### src/rtl/ps2_kbd_pkg.sv
// ============================================================================
// Module : ps2_kbd_pkg
// Brief  : Scan-code constants, letter map and FSM state types for the PS/2
//          keystroke decoder.
// Rev    : 1.0  initial release
// ============================================================================
`default_nettype none

package ps2_kbd_pkg;

  localparam logic [7:0] SC_BREAK  = 8'hF0;
  localparam logic [7:0] SC_EXT    = 8'hE0;
  localparam logic [7:0] SC_ENTER  = 8'h5A;

  localparam logic [4:0] KEY_ENTER = 5'b11111;
  // {valid, code}: valid=0 marks a scan code with no letter assigned
  localparam logic [5:0] KEY_NONE  = 6'b0_00000;

  typedef enum logic [1:0] {
    RX_IDLE  = 2'd0,
    RX_SHIFT = 2'd1,
    RX_CHECK = 2'd2
  } rx_state_t;

  typedef enum logic [1:0] {
    DEC_NORMAL    = 2'd0,
    DEC_BREAK     = 2'd1,
    DEC_EXT       = 2'd2,
    DEC_EXT_BREAK = 2'd3
  } dec_state_t;

  function automatic logic [5:0] map_scancode(input logic [7:0] sc);
    logic [5:0] m;
    m = KEY_NONE;
    case (sc)
      8'h1C:    m = {1'b1, 5'd0};
      8'h32:    m = {1'b1, 5'd1};
      8'h21:    m = {1'b1, 5'd2};
      8'h23:    m = {1'b1, 5'd3};
      8'h24:    m = {1'b1, 5'd4};
      8'h2B:    m = {1'b1, 5'd5};
      8'h34:    m = {1'b1, 5'd6};
      8'h33:    m = {1'b1, 5'd7};
      8'h43:    m = {1'b1, 5'd8};
      8'h3B:    m = {1'b1, 5'd9};
      8'h42:    m = {1'b1, 5'd10};
      8'h4B:    m = {1'b1, 5'd11};
      8'h3A:    m = {1'b1, 5'd12};
      8'h31:    m = {1'b1, 5'd13};
      8'h44:    m = {1'b1, 5'd14};
      8'h4D:    m = {1'b1, 5'd15};
      8'h15:    m = {1'b1, 5'd16};
      8'h2D:    m = {1'b1, 5'd17};
      8'h1B:    m = {1'b1, 5'd18};
      8'h2C:    m = {1'b1, 5'd19};
      8'h3C:    m = {1'b1, 5'd20};
      8'h2A:    m = {1'b1, 5'd21};
      8'h1D:    m = {1'b1, 5'd22};
      8'h22:    m = {1'b1, 5'd23};
      8'h35:    m = {1'b1, 5'd24};
      8'h1A:    m = {1'b1, 5'd25};
      SC_ENTER: m = {1'b1, KEY_ENTER};
      default:  m = KEY_NONE;
    endcase
    return m;
  endfunction

endpackage

`default_nettype wire

### src/rtl/ps2_frame_rx.sv
// ============================================================================
// Module : ps2_frame_rx
// Brief  : PS/2 pin synchroniser and 11-bit frame receiver with timeout.
// Rev    : 1.0  initial release
// ============================================================================
`default_nettype none

module ps2_frame_rx
  import ps2_kbd_pkg::*;
#(
  parameter int TIMEOUT_CYCLES = 20000
) (
  input  logic       clk,
  input  logic       reset,
  input  logic       i_ps2_clk,
  input  logic       i_ps2_data,
  output logic [7:0] o_byte,
  output logic       o_byte_vld,
  output logic       o_frame_err
);

  localparam int TW = $clog2(TIMEOUT_CYCLES + 1);

  logic          r_clk_s1, r_clk_s2, r_clk_d;
  logic          r_dat_s1, r_dat_s2;
  rx_state_t     r_state, w_state_nx;
  logic [3:0]    r_bit_cnt, w_bit_nx;
  logic [9:0]    r_sh, w_sh_nx;
  logic [TW-1:0] r_to_cnt, w_to_nx;
  logic          w_fall, w_vld, w_err;

  // Idle-high reset values keep a false falling edge from appearing after reset
  always_ff @(posedge clk or negedge reset) begin
    if (!reset) begin
      r_clk_s1 <= 1'b1;
      r_clk_s2 <= 1'b1;
      r_clk_d  <= 1'b1;
      r_dat_s1 <= 1'b1;
      r_dat_s2 <= 1'b1;
    end else begin
      r_clk_s1 <= i_ps2_clk;
      r_clk_s2 <= r_clk_s1;
      r_clk_d  <= r_clk_s2;
      r_dat_s1 <= i_ps2_data;
      r_dat_s2 <= r_dat_s1;
    end
  end

  assign w_fall = r_clk_d & ~r_clk_s2;

  always_ff @(posedge clk or negedge reset) begin
    if (!reset) begin
      r_state   <= RX_IDLE;
      r_bit_cnt <= '0;
      r_sh      <= '0;
      r_to_cnt  <= '0;
    end else begin
      r_state   <= w_state_nx;
      r_bit_cnt <= w_bit_nx;
      r_sh      <= w_sh_nx;
      r_to_cnt  <= w_to_nx;
    end
  end

  always_comb begin
    w_state_nx = r_state;
    w_bit_nx   = r_bit_cnt;
    w_sh_nx    = r_sh;
    w_to_nx    = r_to_cnt;
    w_vld      = 1'b0;
    w_err      = 1'b0;
    case (r_state)
      RX_IDLE: begin
        w_to_nx = '0;
        if (w_fall && !r_dat_s2) begin
          w_state_nx = RX_SHIFT;
          w_bit_nx   = '0;
        end
      end
      RX_SHIFT: begin
        if (w_fall) begin
          // LSB arrives first, so shift right; stop bit ends up in [9]
          w_sh_nx  = {r_dat_s2, r_sh[9:1]};
          w_to_nx  = '0;
          w_bit_nx = r_bit_cnt + 4'd1;
          if (r_bit_cnt == 4'd9) w_state_nx = RX_CHECK;
        end else if (r_to_cnt == TW'(TIMEOUT_CYCLES - 1)) begin
          w_err      = 1'b1;
          w_to_nx    = '0;
          w_state_nx = RX_IDLE;
        end else begin
          w_to_nx = r_to_cnt + TW'(1);
        end
      end
      RX_CHECK: begin
        if (r_sh[9] && (^r_sh[8:0])) w_vld = 1'b1;
        else                         w_err = 1'b1;
        w_state_nx = RX_IDLE;
      end
      default: w_state_nx = RX_IDLE;
    endcase
  end

  assign o_byte      = r_sh[7:0];
  assign o_byte_vld  = w_vld;
  assign o_frame_err = w_err;

endmodule

`default_nettype wire

### src/rtl/ps2_keystroke_decoder.sv
// ============================================================================
// Module : ps2_keystroke_decoder
// Brief  : PS/2 set-2 key-release decoder producing a letter code and a
//          stretched release strobe.
// Rev    : 1.0  initial release
// ============================================================================
`default_nettype none

module ps2_keystroke_decoder
  import ps2_kbd_pkg::*;
#(
  parameter int TIMEOUT_CYCLES = 20000,
  parameter int HOLD_CYCLES    = 4
) (
  input  logic       clk,
  input  logic       reset,
  input  logic       ps2_clk,
  input  logic       ps2_data,
  output logic [4:0] keystroke,
  output logic       keyReleased,
  output logic       frame_err
);

  localparam int HW = (HOLD_CYCLES > 1) ? $clog2(HOLD_CYCLES) : 1;

  logic [7:0]    w_byte;
  logic          w_byte_vld, w_frame_err;
  logic [5:0]    w_map;
  dec_state_t    r_dec, w_dec_nx;
  logic          w_event;

  logic [4:0]    r_keystroke;
  logic          r_key_rel;
  logic          r_fire;
  logic          r_pend_vld;
  logic [4:0]    r_pend_code;
  logic [HW-1:0] r_hold_cnt;
  logic          w_have;
  logic [4:0]    w_have_code;

  ps2_frame_rx #(
    .TIMEOUT_CYCLES (TIMEOUT_CYCLES)
  ) u_rx (
    .clk         (clk),
    .reset       (reset),
    .i_ps2_clk   (ps2_clk),
    .i_ps2_data  (ps2_data),
    .o_byte      (w_byte),
    .o_byte_vld  (w_byte_vld),
    .o_frame_err (w_frame_err)
  );

  assign w_map = map_scancode(w_byte);

  always_ff @(posedge clk or negedge reset) begin
    if (!reset) r_dec <= DEC_NORMAL;
    else        r_dec <= w_dec_nx;
  end

  always_comb begin
    w_dec_nx = r_dec;
    w_event  = 1'b0;
    if (w_frame_err) begin
      w_dec_nx = DEC_NORMAL;
    end else if (w_byte_vld) begin
      case (r_dec)
        DEC_NORMAL: begin
          if (w_byte == SC_BREAK)    w_dec_nx = DEC_BREAK;
          else if (w_byte == SC_EXT) w_dec_nx = DEC_EXT;
        end
        DEC_BREAK: begin
          w_event  = w_map[5];
          w_dec_nx = DEC_NORMAL;
        end
        DEC_EXT: begin
          w_dec_nx = (w_byte == SC_BREAK) ? DEC_EXT_BREAK : DEC_NORMAL;
        end
        default: w_dec_nx = DEC_NORMAL;
      endcase
    end
  end

  // A code may only be loaded while the strobe is idle and not about to rise
  assign w_have      = w_event | r_pend_vld;
  assign w_have_code = w_event ? w_map[4:0] : r_pend_code;

  always_ff @(posedge clk or negedge reset) begin
    if (!reset) begin
      r_keystroke <= '0;
      r_key_rel   <= 1'b0;
      r_fire      <= 1'b0;
      r_pend_vld  <= 1'b0;
      r_pend_code <= '0;
      r_hold_cnt  <= '0;
    end else begin
      r_fire <= 1'b0;
      if (w_have && !r_key_rel && !r_fire) begin
        r_keystroke <= w_have_code;
        r_fire      <= 1'b1;
        r_pend_vld  <= 1'b0;
      end else if (w_event) begin
        r_pend_vld  <= 1'b1;
        r_pend_code <= w_map[4:0];
      end

      if (r_fire) begin
        r_key_rel  <= 1'b1;
        r_hold_cnt <= HW'(HOLD_CYCLES - 1);
      end else if (r_key_rel) begin
        if (r_hold_cnt == '0) r_key_rel  <= 1'b0;
        else                  r_hold_cnt <= r_hold_cnt - HW'(1);
      end
    end
  end

  assign keystroke   = r_keystroke;
  assign keyReleased = r_key_rel;
  assign frame_err   = w_frame_err;

endmodule

`default_nettype wire

### config.mk
export PLATFORM = sky130hd
export DESIGN_NAME = ps2_keystroke_decoder
export DESIGN_NICKNAME = d
export VERILOG_FILES = /design/src/rtl/ps2_kbd_pkg.sv /design/src/rtl/ps2_frame_rx.sv /design/src/rtl/ps2_keystroke_decoder.sv
export SDC_FILE = /design/constraint.sdc
export NUM_CORES = 1
export LEC_CHECK = 0
export ABC_AREA = 1
export BUFFER_PORTS_ARGS = -buffer_cell sky130_fd_sc_hd__buf_2
export CORE_ASPECT_RATIO = 1.25
export CORE_MARGIN = 2
export CORE_UTILIZATION = 62
export CTS_BUF_LIST = sky130_fd_sc_hd__clkbuf_16
export DETAILED_ROUTE_END_ITERATION = 12
export GPL_TIMING_DRIVEN = 0
export PLACE_DENSITY_LB_ADDON = 0.15
export SYNTH_ARGS = -nofsm -noshare
export SYNTH_HDL_FRONTEND = slang
export SYNTH_SLANG_ARGS = --single-unit
### constraint.sdc
create_clock -name clk -period 2.71 [get_ports clk]
set_clock_uncertainty 0.1 [all_clocks]
set_input_delay 0.4065 -clock clk [delete_from_list [all_inputs] [get_ports clk]]
set_output_delay 0.4065 -clock clk [all_outputs]
set_load 0.02 [all_outputs]
==> impl_table.tex <==
\begin{tabular}{lr}
\hline
Metric & Value \\
\hline
\multicolumn{2}{l}{\textbf{Drt}} \\
\quad Routed length per instance & 12.6 um \\
\quad WL final & 6120 um \\
\quad Initial DRT Pass Iterations & 4 \\
\quad Number of vias per cell after detailed routing & 5.40 \\
\quad DRT antenna net count & 0 \\
\quad Residual DRC count & 0 \\
\quad DRT iter0 DRCs & around 170 \\
\quad Detailed-route via count & 2624 \\
\multicolumn{2}{l}{\textbf{Placement}} \\
\quad Number of buffers added on ports & 10 \\
\quad Final weighted congestion of routability-driven global placement & approximately 0.87 \\
\quad Post-Place Worst Slack & -0.0158 ns \\
\quad Estimated wirelength of the detail-placed design & between 4000 and 5000 um \\
\quad Post-place instance area & between 3000 and 4000 um2 \\
\multicolumn{2}{l}{\textbf{Cells and area}} \\
\quad Area Growth Syn to Fin & 10.1\% \\
\quad Footprint of the flip-flops and latches & about 1300 um2 \\
\quad Fill cell instance count of the final layout & 413 \\
\quad Cell area after layout & 3440 um2 \\
\quad Number of antenna cells inserted & 0 \\
\quad Layout cell share with drive strength beyond 1 & 12.4\% \\
\quad Commonest non-fill, non-tap cell in the layout & sky130\_fd\_sc\_hd\_\_nand2\_1 \\
\quad Multi-input gate area in the final layout & 1570 um2 \\
\quad Number of nets at the end of the flow & 446 \\
\quad Most frequent cells in the layout & sky130\_fd\_sc\_hd\_\_nand2\_1 (119), sky130\_fd\_sc\_hd\_\_inv\_1 (49), sky130\_fd\_sc\_hd\_\_dfrtp\_1 (47) \\
\multicolumn{2}{l}{\textbf{Timing}} \\
\quad Peak Freq & 390 MHz \\
\quad Hold Violations, Final & 0 \\
\quad Worst-case setup margin in the final layout & about 0.14 ns \\
\quad Shortest period the worst path allows & 2.57 ns \\
\quad Least-Margin Pin Slew & 1.15 ns \\
\quad Unrepaired setup endpoints after global routing & false \\
\quad Part of the cycle the worst path needs & 94.7\% \\
\quad Hold Slack & about 0.11 ns \\
\quad Final setup violation count & 0 \\
\quad Final-report max-slew violation count & 0 \\
\quad Relative max-transition margin & 23.6\% \\
\multicolumn{2}{l}{\textbf{Run}} \\
\quad Number of maximum-capacitance violations & 0 \\
\multicolumn{2}{l}{\textbf{Hold path}} \\
\quad Tightest Hold Check Type & in -> reg \\
\multicolumn{2}{l}{\textbf{Floorplan}} \\
\quad DIE WIDTH & 67.5 um \\
\quad Initial core utilization & 65.1\% \\
\quad Die height & 83.4 um \\
\quad Die Area & 5630 um2 \\
\quad Placeable core area & 4800 um2 \\
\quad Cell row count & 28 \\
\quad Number of top-level pins & 11 \\
\multicolumn{2}{l}{\textbf{Clocking}} \\
\quad TritonCTS clock tree & built \\
\quad Buffer type at the clock tree root & sky130\_fd\_sc\_hd\_\_clkbuf\_16 \\
\quad Clock transition at the registers of the reported paths & roughly 0.070 ns \\
\quad Cts hold-fix bufs & 0 \\
\quad Inserted Clock Buffers & 5 \\
\quad Clock latency on the worst-skew pair & 0.29 ns \\
\quad Max H-tree Level & 2 \\
\quad Maximum clock insertion buffer count & 2 \\
\quad \# clock sinks & 53 \\
\multicolumn{2}{l}{\textbf{Yosys}} \\
\quad Avg Inst Size Synth & around 7.7 um2 \\
\quad Syn Std Cell Area & about 3100 um2 \\
\quad Sequential share of the synthesized area & 42.6\% \\
\quad Synth area leader & sky130\_fd\_sc\_hd\_\_dfrtp\_1 \\
\quad Portion of synthesized cell area occupied by the leading cell type & 38.4\% \\
\quad Leading post-synthesis cells by cell area & sky130\_fd\_sc\_hd\_\_dfrtp\_1 (38\%), sky130\_fd\_sc\_hd\_\_nand2\_1 (14\%), sky130\_fd\_sc\_hd\_\_ha\_1 (6.8\%), sky130\_fd\_sc\_hd\_\_inv\_1 (6.1\%), sky130\_fd\_sc\_hd\_\_nand3\_1 (5.6\%) \\
\quad Main synth FF type & sky130\_fd\_sc\_hd\_\_dfrtp\_1 \\
\quad Count of state elements after synthesis & 53 \\
\quad Total nets after synthesis & roughly 430 \\
\quad Number of enable flip-flop cells after synthesis & 0 \\
\quad Library cells used by synthesis & 36 \\
\quad Synth Instances & 405 \\
\quad Warnings from Yosys & 0 \\
\quad Share of synthesized flip-flops with an asynchronous set or reset & 100\% \\
\multicolumn{2}{l}{\textbf{Power}} \\
\quad Switching power & 0.00119 W \\
\quad Clock network power share & 22.1\% \\
\quad Sequential cell fraction of total power & 35.1\% \\
\quad Power share of the combinational group & 42.8\% \\
\quad Lkg Pwr & 1.74 nW \\
\quad Maximum vdd ir drop & 0.000535 V \\
\quad Power per unit of standard cell area & 830 nW/um2 \\
\quad Internal portion of total power & 0.00167 W \\
\quad Sw frac & 41.6\% \\
\multicolumn{2}{l}{\textbf{Worst setup path}} \\
\quad Worst path required time & around 2.2 ns \\
\quad Origin of the worst setup path & u\_rx.r\_sh[2] \\
\quad Worst reg2reg path depth & 15 \\
\quad Critical Path Sink Type & primary output \\
\quad Data arrival at the endpoint of the critical path & 2.06 ns \\
\quad Flop2flop setup slack & around 0.32 ns \\
\quad End of the worst register-to-register path & keystroke[4] \\
\quad Critical path capture point & frame\_err \\
\quad Largest driver fanout on the critical path & 11 \\
\quad Critical Path Start Type & flop \\
\quad Startpoint of the most critical register-to-register path & u\_rx.r\_sh[2] \\
\quad Category of the critical setup timing path & reg -> out \\
\multicolumn{2}{l}{\textbf{GRT}} \\
\quad Remaining Overflow, GRT & 0 \\
\quad Number of antenna violations at the first check in global routing & 0 \\
\quad First-pass GRT wire length & 10900 um \\
\quad All-layer global routing usage & 24.8\% \\
\quad Via count of the first global-routing pass & 2565 \\
\quad Pin count of the biggest net entering global routing & between 50 and 60 \\
\multicolumn{2}{l}{\textbf{Run status}} \\
\quad Outcome & finished clean \\
\hline
\end{tabular}
## synth_stat cells, types with 2 or more instances
cell                       count
sky130_fd_sc_hd__dfrtp_1      48
sky130_fd_sc_hd__a21oi_1      18
sky130_fd_sc_hd__buf_6         2
sky130_fd_sc_hd__nand2_2       3
sky130_fd_sc_hd__nand3_1      35
sky130_fd_sc_hd__nor3_1        7
sky130_fd_sc_hd__a31oi_1       4
sky130_fd_sc_hd__ha_1         17
sky130_fd_sc_hd__or2_2         3
sky130_fd_sc_hd__a21oi_4       2
sky130_fd_sc_hd__xor2_1        6
sky130_fd_sc_hd__nand2_1     119
sky130_fd_sc_hd__clkbuf_1      3
sky130_fd_sc_hd__nor4_1        2
sky130_fd_sc_hd__inv_1        51
sky130_fd_sc_hd__nand2_4       3
sky130_fd_sc_hd__nand3_2       2
sky130_fd_sc_hd__o21ai_0      29
sky130_fd_sc_hd__o22ai_1       2
sky130_fd_sc_hd__nand4_1       3
sky130_fd_sc_hd__nor2_1       27
sky130_fd_sc_hd__dfstp_2       5
## sequential cells by signal, summed over array words and instances (netlist names)
register and flops:
u_rx.r_to_cnt 15, u_rx.r_sh 10, keystroke 5, r_pend_code 5, u_rx.r_bit_cnt 4, r_dec 2
r_hold_cnt 2, u_rx.r_state 2, keyReleased 1, r_fire 1, r_pend_vld 1, u_rx.r_clk_d 1
u_rx.r_clk_s1 1, u_rx.r_clk_s2 1, u_rx.r_dat_s1 1, u_rx.r_dat_s2 1
## power by group through the flow
stage | Combinational, W | Clock (W) | Sequential, W
2_1_floorplan | 0.000903 | 0 | 0.000991
3_3_place_gp | 0.00112 | 0 | 0.00101
3_5_place_dp | 0.00115 | 0 | 0.00101
4_1_cts | 0.00118 | 0.000643 | 0.00100
5_1_grt | 0.00139 | 0.000680 | 0.00102
6_report | 0.00122 | 0.000630 | 0.00100
## per-layer routing
layer | GRT usage [%] | up-vias | wire length, um
met4 | 7.61 | 0 | 77
li1 | - | 1355 | -
met1 | 31.7 | 1224 | 2730
met3 | 3.79 | 8 | 168
met2 | 42.2 | 37 | 3140
met5 | 0 | - | 0
## cells by family (layout without fill, tap and decap cells)
group,after synthesis,after routing,share of synthesized area [%]
and+or+nand+nor,209,209,29.8
AOI/OAI and AO/OA,61,61,11.4
buffers and inverters,59,80,7.72
DFF,53,53,42.6
adders and majority gates,17,17,6.80
xor gates and xnor gates,6,6,1.68
## timing repair
action | CTS | global route
endpoints found under the setup margin | 11 | 1
setup buffers | 1 | 3
gates resized for setup | 2 | 3
gates cloned | 0 | 0
pin swaps | 1 | 1
## stage by stage
stage	utilization [%]	total power (W)	setup TNS [ns]	cells
final	71.7	0.00286	0	486
after CTS	71.1	0.00282	0	483
after global routing	71.7	0.00309	0	486
after floorplan	-	0.00189	0	405
after global placement	67.8	0.00213	0	475
after detailed placement	67.8	0.00216	-0.0302	475
## final cells by class
class / count / area share [%]
Timing Repair Buffer: 14 / 2.33
Inverter: 52 / 5.78
Buffer: 6 / 1.24
Clock buffer: 5 / 3.64
Multi-Input combinational cell: 293 / 45.5
Sequential cell: 53 / 38.7
Clock inverter: 3 / 0.618
Tap cell: 60 / 2.18
## critical path, stage by stage, from the launching register on
cell and delay, ns:
sky130_fd_sc_hd__dfrtp_1 0.42, sky130_fd_sc_hd__inv_2 0.20, sky130_fd_sc_hd__ha_1 0.30, sky130_fd_sc_hd__xor2_2 0.19
sky130_fd_sc_hd__inv_1 0.05, sky130_fd_sc_hd__nand2_1 0.06, sky130_fd_sc_hd__nand2_1 0.07, sky130_fd_sc_hd__nand2_1 0.06
sky130_fd_sc_hd__nand2_1 0.04, sky130_fd_sc_hd__nand2_1 0.09, sky130_fd_sc_hd__nand2_4 0.06, sky130_fd_sc_hd__inv_1 0.06
sky130_fd_sc_hd__buf_2 0.15
## worst min-delay path by stage
| stage | startpoint | to | slack [ns] | cells past startpoint |
|---|---|---|---|---|
| floorplan | reset | keyReleased | 0.01 | 0 |
| global route | ps2_clk | u_rx.r_clk_s1 | 0.10 | 1 |
| detailed placement | u_rx.r_clk_s1 | u_rx.r_clk_s2 | 0.25 | 0 |
| global placement | u_rx.r_clk_s1 | u_rx.r_clk_s2 | 0.25 | 0 |
| CTS | ps2_data | u_rx.r_dat_s1 | 0.11 | 1 |
| finish | ps2_data | u_rx.r_dat_s1 | 0.11 | 1 |
Note: power is estimated with default switching activity, not from simulation.
